[src/rtl/hsv_pkg.sv]
// Constants shared by the RGB<->HSV converter pair: angle/scale units,
// sector offsets, pipeline depth and the max-channel selector encoding.
package hsv_pkg;

    localparam int unsigned H_FULL     = 360;
    localparam int unsigned S_ONE      = 256;
    localparam int unsigned SECTOR_DEG = 60;
    localparam int unsigned OFS_R      = 0;
    localparam int unsigned OFS_G      = 120;
    localparam int unsigned OFS_B      = 240;
    localparam int unsigned PIPE_LAT   = 4;

    typedef enum logic [1:0] {
        SEL_R = 2'd0,
        SEL_G = 2'd1,
        SEL_B = 2'd2
    } maxsel_t;

endpackage

[src/rtl/sync_delay.sv]
// Multi-lane shift register that keeps video syncs aligned with pipelined
// pixel data; each lane is delayed independently by DEPTH clocks.
module sync_delay #(
    parameter int unsigned DEPTH = 4,
    parameter int unsigned LANES = 1
) (
    input  logic             clk,
    input  logic             reset_n,
    input  logic [LANES-1:0] din,
    output logic [LANES-1:0] dout
);

    logic [LANES-1:0] sr [DEPTH];

    always_ff @(posedge clk or negedge reset_n) begin
        if (!reset_n) begin
            for (int unsigned i = 0; i < DEPTH; i++) sr[i] <= '0;
        end else begin
            sr[0] <= din;
            for (int unsigned i = 1; i < DEPTH; i++) sr[i] <= sr[i-1];
        end
    end

    assign dout = sr[DEPTH-1];

endmodule

[src/rtl/rgb_hsv.sv]
// Four-stage RGB888 -> HSV converter (H in degrees, S with 256 = 1.0),
// one pixel per clock, syncs delayed alongside the data.
module rgb_hsv
    import hsv_pkg::*;
(
    input  logic       clk,
    input  logic       reset_n,
    input  logic [7:0] i_rgb_r,
    input  logic [7:0] i_rgb_g,
    input  logic [7:0] i_rgb_b,
    input  logic       vs,
    input  logic       hs,
    input  logic       de,
    output logic [8:0] o_hsv_h,
    output logic [8:0] o_hsv_s,
    output logic [7:0] o_hsv_v,
    output logic       hsv_vs,
    output logic       hsv_hs,
    output logic       hsv_de
);

    // stage 1
    logic [7:0]        r1, g1, b1, max1, min1;
    maxsel_t           sel1;
    logic [7:0]        max_c, min_c;
    maxsel_t           sel_c;
    // stage 2
    logic [7:0]        delta2, max2;
    logic signed [8:0] num2;
    logic [8:0]        ofs2;
    maxsel_t           sel2;
    logic signed [8:0] num_c;
    logic [8:0]        ofs_c;
    logic [7:0]        mag_c;
    // stage 3
    logic [8:0]        s3, ofs3;
    logic [5:0]        frac3;
    logic              neg3, grey3;
    logic [7:0]        max3;
    maxsel_t           sel3;
    logic [2:0]        sync_out;

    // Ties go to the earlier channel in R, G, B order.
    always_comb begin
        max_c = i_rgb_r;
        sel_c = SEL_R;
        if (!(i_rgb_r >= i_rgb_g && i_rgb_r >= i_rgb_b)) begin
            if (i_rgb_g >= i_rgb_b) begin
                max_c = i_rgb_g;
                sel_c = SEL_G;
            end else begin
                max_c = i_rgb_b;
                sel_c = SEL_B;
            end
        end
        min_c = i_rgb_r;
        if (i_rgb_g < min_c) min_c = i_rgb_g;
        if (i_rgb_b < min_c) min_c = i_rgb_b;
    end

    always_comb begin
        num_c = $signed({1'b0, g1}) - $signed({1'b0, b1});
        ofs_c = 9'(OFS_R);
        case (sel1)
            SEL_G: begin
                num_c = $signed({1'b0, b1}) - $signed({1'b0, r1});
                ofs_c = 9'(OFS_G);
            end
            SEL_B: begin
                num_c = $signed({1'b0, r1}) - $signed({1'b0, g1});
                ofs_c = 9'(OFS_B);
            end
            default: ;
        endcase
        mag_c = num2[8] ? 8'(-num2) : 8'(num2);
    end

    always_ff @(posedge clk or negedge reset_n) begin
        if (!reset_n) begin
            r1 <= '0; g1 <= '0; b1 <= '0; max1 <= '0; min1 <= '0; sel1 <= SEL_R;
            delta2 <= '0; max2 <= '0; num2 <= '0; ofs2 <= '0; sel2 <= SEL_R;
            s3 <= '0; ofs3 <= '0; frac3 <= '0; neg3 <= 1'b0; grey3 <= 1'b0;
            max3 <= '0; sel3 <= SEL_R;
            o_hsv_h <= '0; o_hsv_s <= '0; o_hsv_v <= '0;
        end else begin
            r1   <= i_rgb_r;
            g1   <= i_rgb_g;
            b1   <= i_rgb_b;
            max1 <= max_c;
            min1 <= min_c;
            sel1 <= sel_c;

            delta2 <= max1 - min1;
            max2   <= max1;
            num2   <= num_c;
            ofs2   <= ofs_c;
            sel2   <= sel1;

            s3    <= (max2 == '0) ? '0
                   : 9'((16'(delta2) * 16'(S_ONE)) / {8'd0, max2});
            frac3 <= (delta2 == '0) ? '0
                   : 6'((14'(mag_c) * 14'(SECTOR_DEG)) / {6'd0, delta2});
            neg3  <= num2[8];
            grey3 <= (delta2 == '0);
            ofs3  <= ofs2;
            max3  <= max2;
            sel3  <= sel2;

            // Negative hue in the red sector wraps below 360; 360 itself folds to 0.
            if (grey3)
                o_hsv_h <= '0;
            else if (!neg3)
                o_hsv_h <= ofs3 + 9'(frac3);
            else if (sel3 == SEL_R)
                o_hsv_h <= (frac3 == '0) ? '0 : 9'(H_FULL) - 9'(frac3);
            else
                o_hsv_h <= ofs3 - 9'(frac3);
            o_hsv_s <= grey3 ? '0 : s3;
            o_hsv_v <= max3;
        end
    end

    sync_delay #(
        .DEPTH(PIPE_LAT),
        .LANES(3)
    ) u_sync (
        .clk    (clk),
        .reset_n(reset_n),
        .din    ({vs, hs, de}),
        .dout   (sync_out)
    );

    assign {hsv_vs, hsv_hs, hsv_de} = sync_out;

endmodule

[config.mk]
export PLATFORM = sky130hd
export DESIGN_NAME = rgb_hsv
export DESIGN_NICKNAME = d
export VERILOG_FILES = /design/src/rtl/hsv_pkg.sv /design/src/rtl/sync_delay.sv /design/src/rtl/rgb_hsv.sv
export SDC_FILE = /design/constraint.sdc
export NUM_CORES = 1
export LEC_CHECK = 0
export ABC_AREA = 1
export BUFFER_PORTS_ARGS = -buffer_cell sky130_fd_sc_hd__clkbuf_2
export CAP_MARGIN = 20
export CORE_MARGIN = 2
export CORE_UTILIZATION = 62
export CTS_BUF_LIST = sky130_fd_sc_hd__clkbuf_16
export DETAILED_ROUTE_END_ITERATION = 16
export GPL_TIMING_DRIVEN = 0
export PLACE_DENSITY = 0.81
export SLEW_MARGIN = 5
export SYNTH_ARGS = -nofsm -noshare
export SYNTH_HDL_FRONTEND = slang
export SYNTH_SLANG_ARGS = --single-unit
[constraint.sdc]
create_clock -name clk -period 31.1 [get_ports clk]
set_clock_uncertainty 0.05 [all_clocks]
set_input_delay 0 -clock clk [delete_from_list [all_inputs] [get_ports clk]]
set_output_delay 0 -clock clk [all_outputs]
set_load 0.01 [all_outputs]
==> flow_summary.toml <==
[setup_path]
critical_path_required_ns = 31.44
crit_path_end_kind = "flip-flop"
critical_path.slowest_cell = "sky130_fd_sc_hd__dfrtp_1"
worstPathMaxFanout = 10
worstSetupPathType = "flip-flop to flip-flop"
worst_path_largest_cell_delay_ns = 0.50
element_type_at_the_critical_path_start = "flip-flop"
timing.critical_path.arrival_ns = 28.66
crit_top_cell = "sky130_fd_sc_hd__a21o_1"
register_to_register_path_depth = 175

[sta]
setup_total_negative_slack_ns = 0
post-route-period-util_pct = 91.1
worst_slew_margin_rel_pct = 40.0
setup_violations = 0
final-max-slew-violation-count = 0
hold_violations = 0
achievable-frequency_ghz = 0.0353
max_slew.worst_pin.slew_ns = 0.899
final.min_clock_period_ns = 28.32

[logic_synthesis]
syn_inst = 2456
synth-seq-cells = 140
ys_seq_area_share_pct = 20.1
post_synth_num_cell_types = 59
synth-edff-count = 0
avgSynthCellArea_um2 = 7.09
synth_fp_nets = 2767
postSynth.asyncResetShare_pct = 100
synthesis_warnings = 0
synth_ff_type = "sky130_fd_sc_hd__dfrtp_1"
area_of_the_mapped_netlist_um2 = 17400

[grt]
grt_first_pass_wirelength_um = 71100
overflow = 0
grt_pass1_vias = 15752
groute.usage.overall_pct = 29.5
grt_antenna_before_repair = 0
maximum_number_of_pins_on_one_net_before_global_route_repair = 75

[floorplanning]
floorplan.initialDensity_pct = 62.8
die_y_um = 172
die_area_um2 = 29400
top_level_ports = 58
die_width_um = 172
core_um2 = 27700
core.rowCount = 61

[layout]
antenna_cells = 0
layout_common_cells = "sky130_fd_sc_hd__nand2_1 (501), sky130_fd_sc_hd__inv_1 (368), sky130_fd_sc_hd__ha_1 (268), sky130_fd_sc_hd__nor2_1 (188), sky130_fd_sc_hd__o21ai_0 (172)"
final_layout_size_suffix_gt1_share_pct = 9.58
syn_to_final_growth_pct = 10.1
layout.cells.most_common = "sky130_fd_sc_hd__nand2_1"
instances_no_fill = 2956
final_net_count = 2876

[drt]
routedWlPerCell_um = 14.4
detail-route-antenna-nets = 0
routed_wire_length_um = 42600
vias_per_cell = 5.65
dr_total_vias = 16696
drt_drc_violations_left = 0
detailedRoute.firstIterationViolations = 1190
drt_pass_1_iters = 6

[job]
cap_viol_max_count = 0

[place]
place.detailed.instances = 2892
finalWeightedCongestion = 0.924
place.detailed.hpwl_um = 33100
buffer_ports.inserted = 57

[clocking]
clockRootBuffer = "sky130_fd_sc_hd__clkbuf_16"
insertion_delay_ns = 0.45
worst_setup_hold_path_clk_slew_ns = 0.07
cts.htree.levels = 4
cts.sink_count = 140
tritoncts = "yes"
clock_buffers_created_by_tritoncts = 17
cts-root-to-sink-buffers = 2

[run_status]
outcome = "finished clean"

[min_path]
min_path_type = "input pin to asynchronous set/reset pin"
worst paths after layout:
check / from / end / slack [ns]
max: num2[0]$_DFF_PN0_ / frac3[0]$_DFF_PN0_ / 2.78
min: reset_n / max3[7]$_DFF_PN0_ / 0.04
max reg2reg: num2[0]$_DFF_PN0_ / frac3[0]$_DFF_PN0_ / 2.78
min reg2reg: u_sync.sr[6]$_DFF_PN0_ / u_sync.sr[3]$_DFF_PN0_ / 0.30
max in group asynchronous: reset_n / o_hsv_s[0]$_DFF_PN0_ / 30.19
min in group clk: vs / u_sync.sr[11]$_DFF_PN0_ / 0.15
logic make-up (layout without fill, tap and decap cells):
| logic type | after synthesis | in the layout | synth area share, % |
|---|---|---|---|
| simple gates | 990 | 990 | 26.5 |
| compound gates | 476 | 476 | 15.9 |
| buf+inv | 419 | 541 | 9.16 |
| fa+ha+maj | 282 | 282 | 20.9 |
| xor+xnor | 149 | 149 | 7.50 |
| flops | 140 | 140 | 20.1 |
worst max-delay path, delay by kind of cell (launching register included):
| family | cells | cell delay [ns] |
|---|---|---|
| flops | 1 | 0.50 |
| xor+xnor | 3 | 0.58 |
| fa+ha+maj | 18 | 5.68 |
| simple gates | 56 | 7.15 |
| buf+inv | 30 | 3.02 |
| compound gates | 68 | 11.19 |
area by class of cell:
cell class	instances	area (um^2)
clock buffers	17	425
plain buffers	29	135
flip-flops and latches	140	3500
clock inverters	15	191
multi-input cells	1897	12300
inverters	390	1460
repair buffers	90	632
fillers	2286	8540
well taps	378	473
cells in the mapped netlist (all sizes together) (14+ instances only):
cell | n | area share [%]
nor3 | 27 | 0.90
or2 | 18 | 0.65
nor2 | 213 | 5.3
a21oi | 145 | 4.2
o21bai | 24 | 1.1
nand2 | 533 | 12
inv | 387 | 8.3
o21ai | 207 | 6.1
dfrtp | 140 | 20
nand4 | 33 | 1.5
a21o | 30 | 1.3
nand3 | 147 | 5.2
ha | 268 | 19
xor2 | 83 | 4.2
clkbuf | 22 | 0.47
fa | 14 | 1.6
xnor2 | 66 | 3.3
flip-flops by register name, summed over array words and instances, names as in the netlist, 9 cells and up:
register,count
s3,9
num2,9
o_hsv_h,9
o_hsv_s,9
u_sync.sr,9
layer usage:
layer,track usage [%],routed length [um],vias up
met3,4.37,2450,91
met4,8.84,1060,0
met1,37.9,19100,7777
li1,-,-,8332
met5,0,0,-
met2,51.2,20100,496
metrics by stage:
stage          instance area (um^2)  hold WS [ns]  utilization [%]  worst slack (ns)
6_report                      19200        0.0365             69.2              2.78
3_5_place_dp                  18200       -0.0336             65.7              1.27
5_1_grt                       19200         0.115             69.2            -0.129
2_1_floorplan                 17400        -0.346                -              5.62
4_1_cts                       19100        0.0641             68.9              1.16
3_3_place_gp                  18200        0.0578             65.5              2.30
repair_timing:
| item | in CTS | in global routing |
|---|---|---|
| gates resized for setup | 0 | 23 |
| buffers inserted | 0 | 4 |
| endpoints found under the hold margin | 162 | 0 |
| endpoints found under the setup margin | 0 | 2 |
| hold buffers | 28 | 0 |
Power is not shown: default switching activity piles up to over one toggle a cycle in this logic, so the estimate is an artifact.
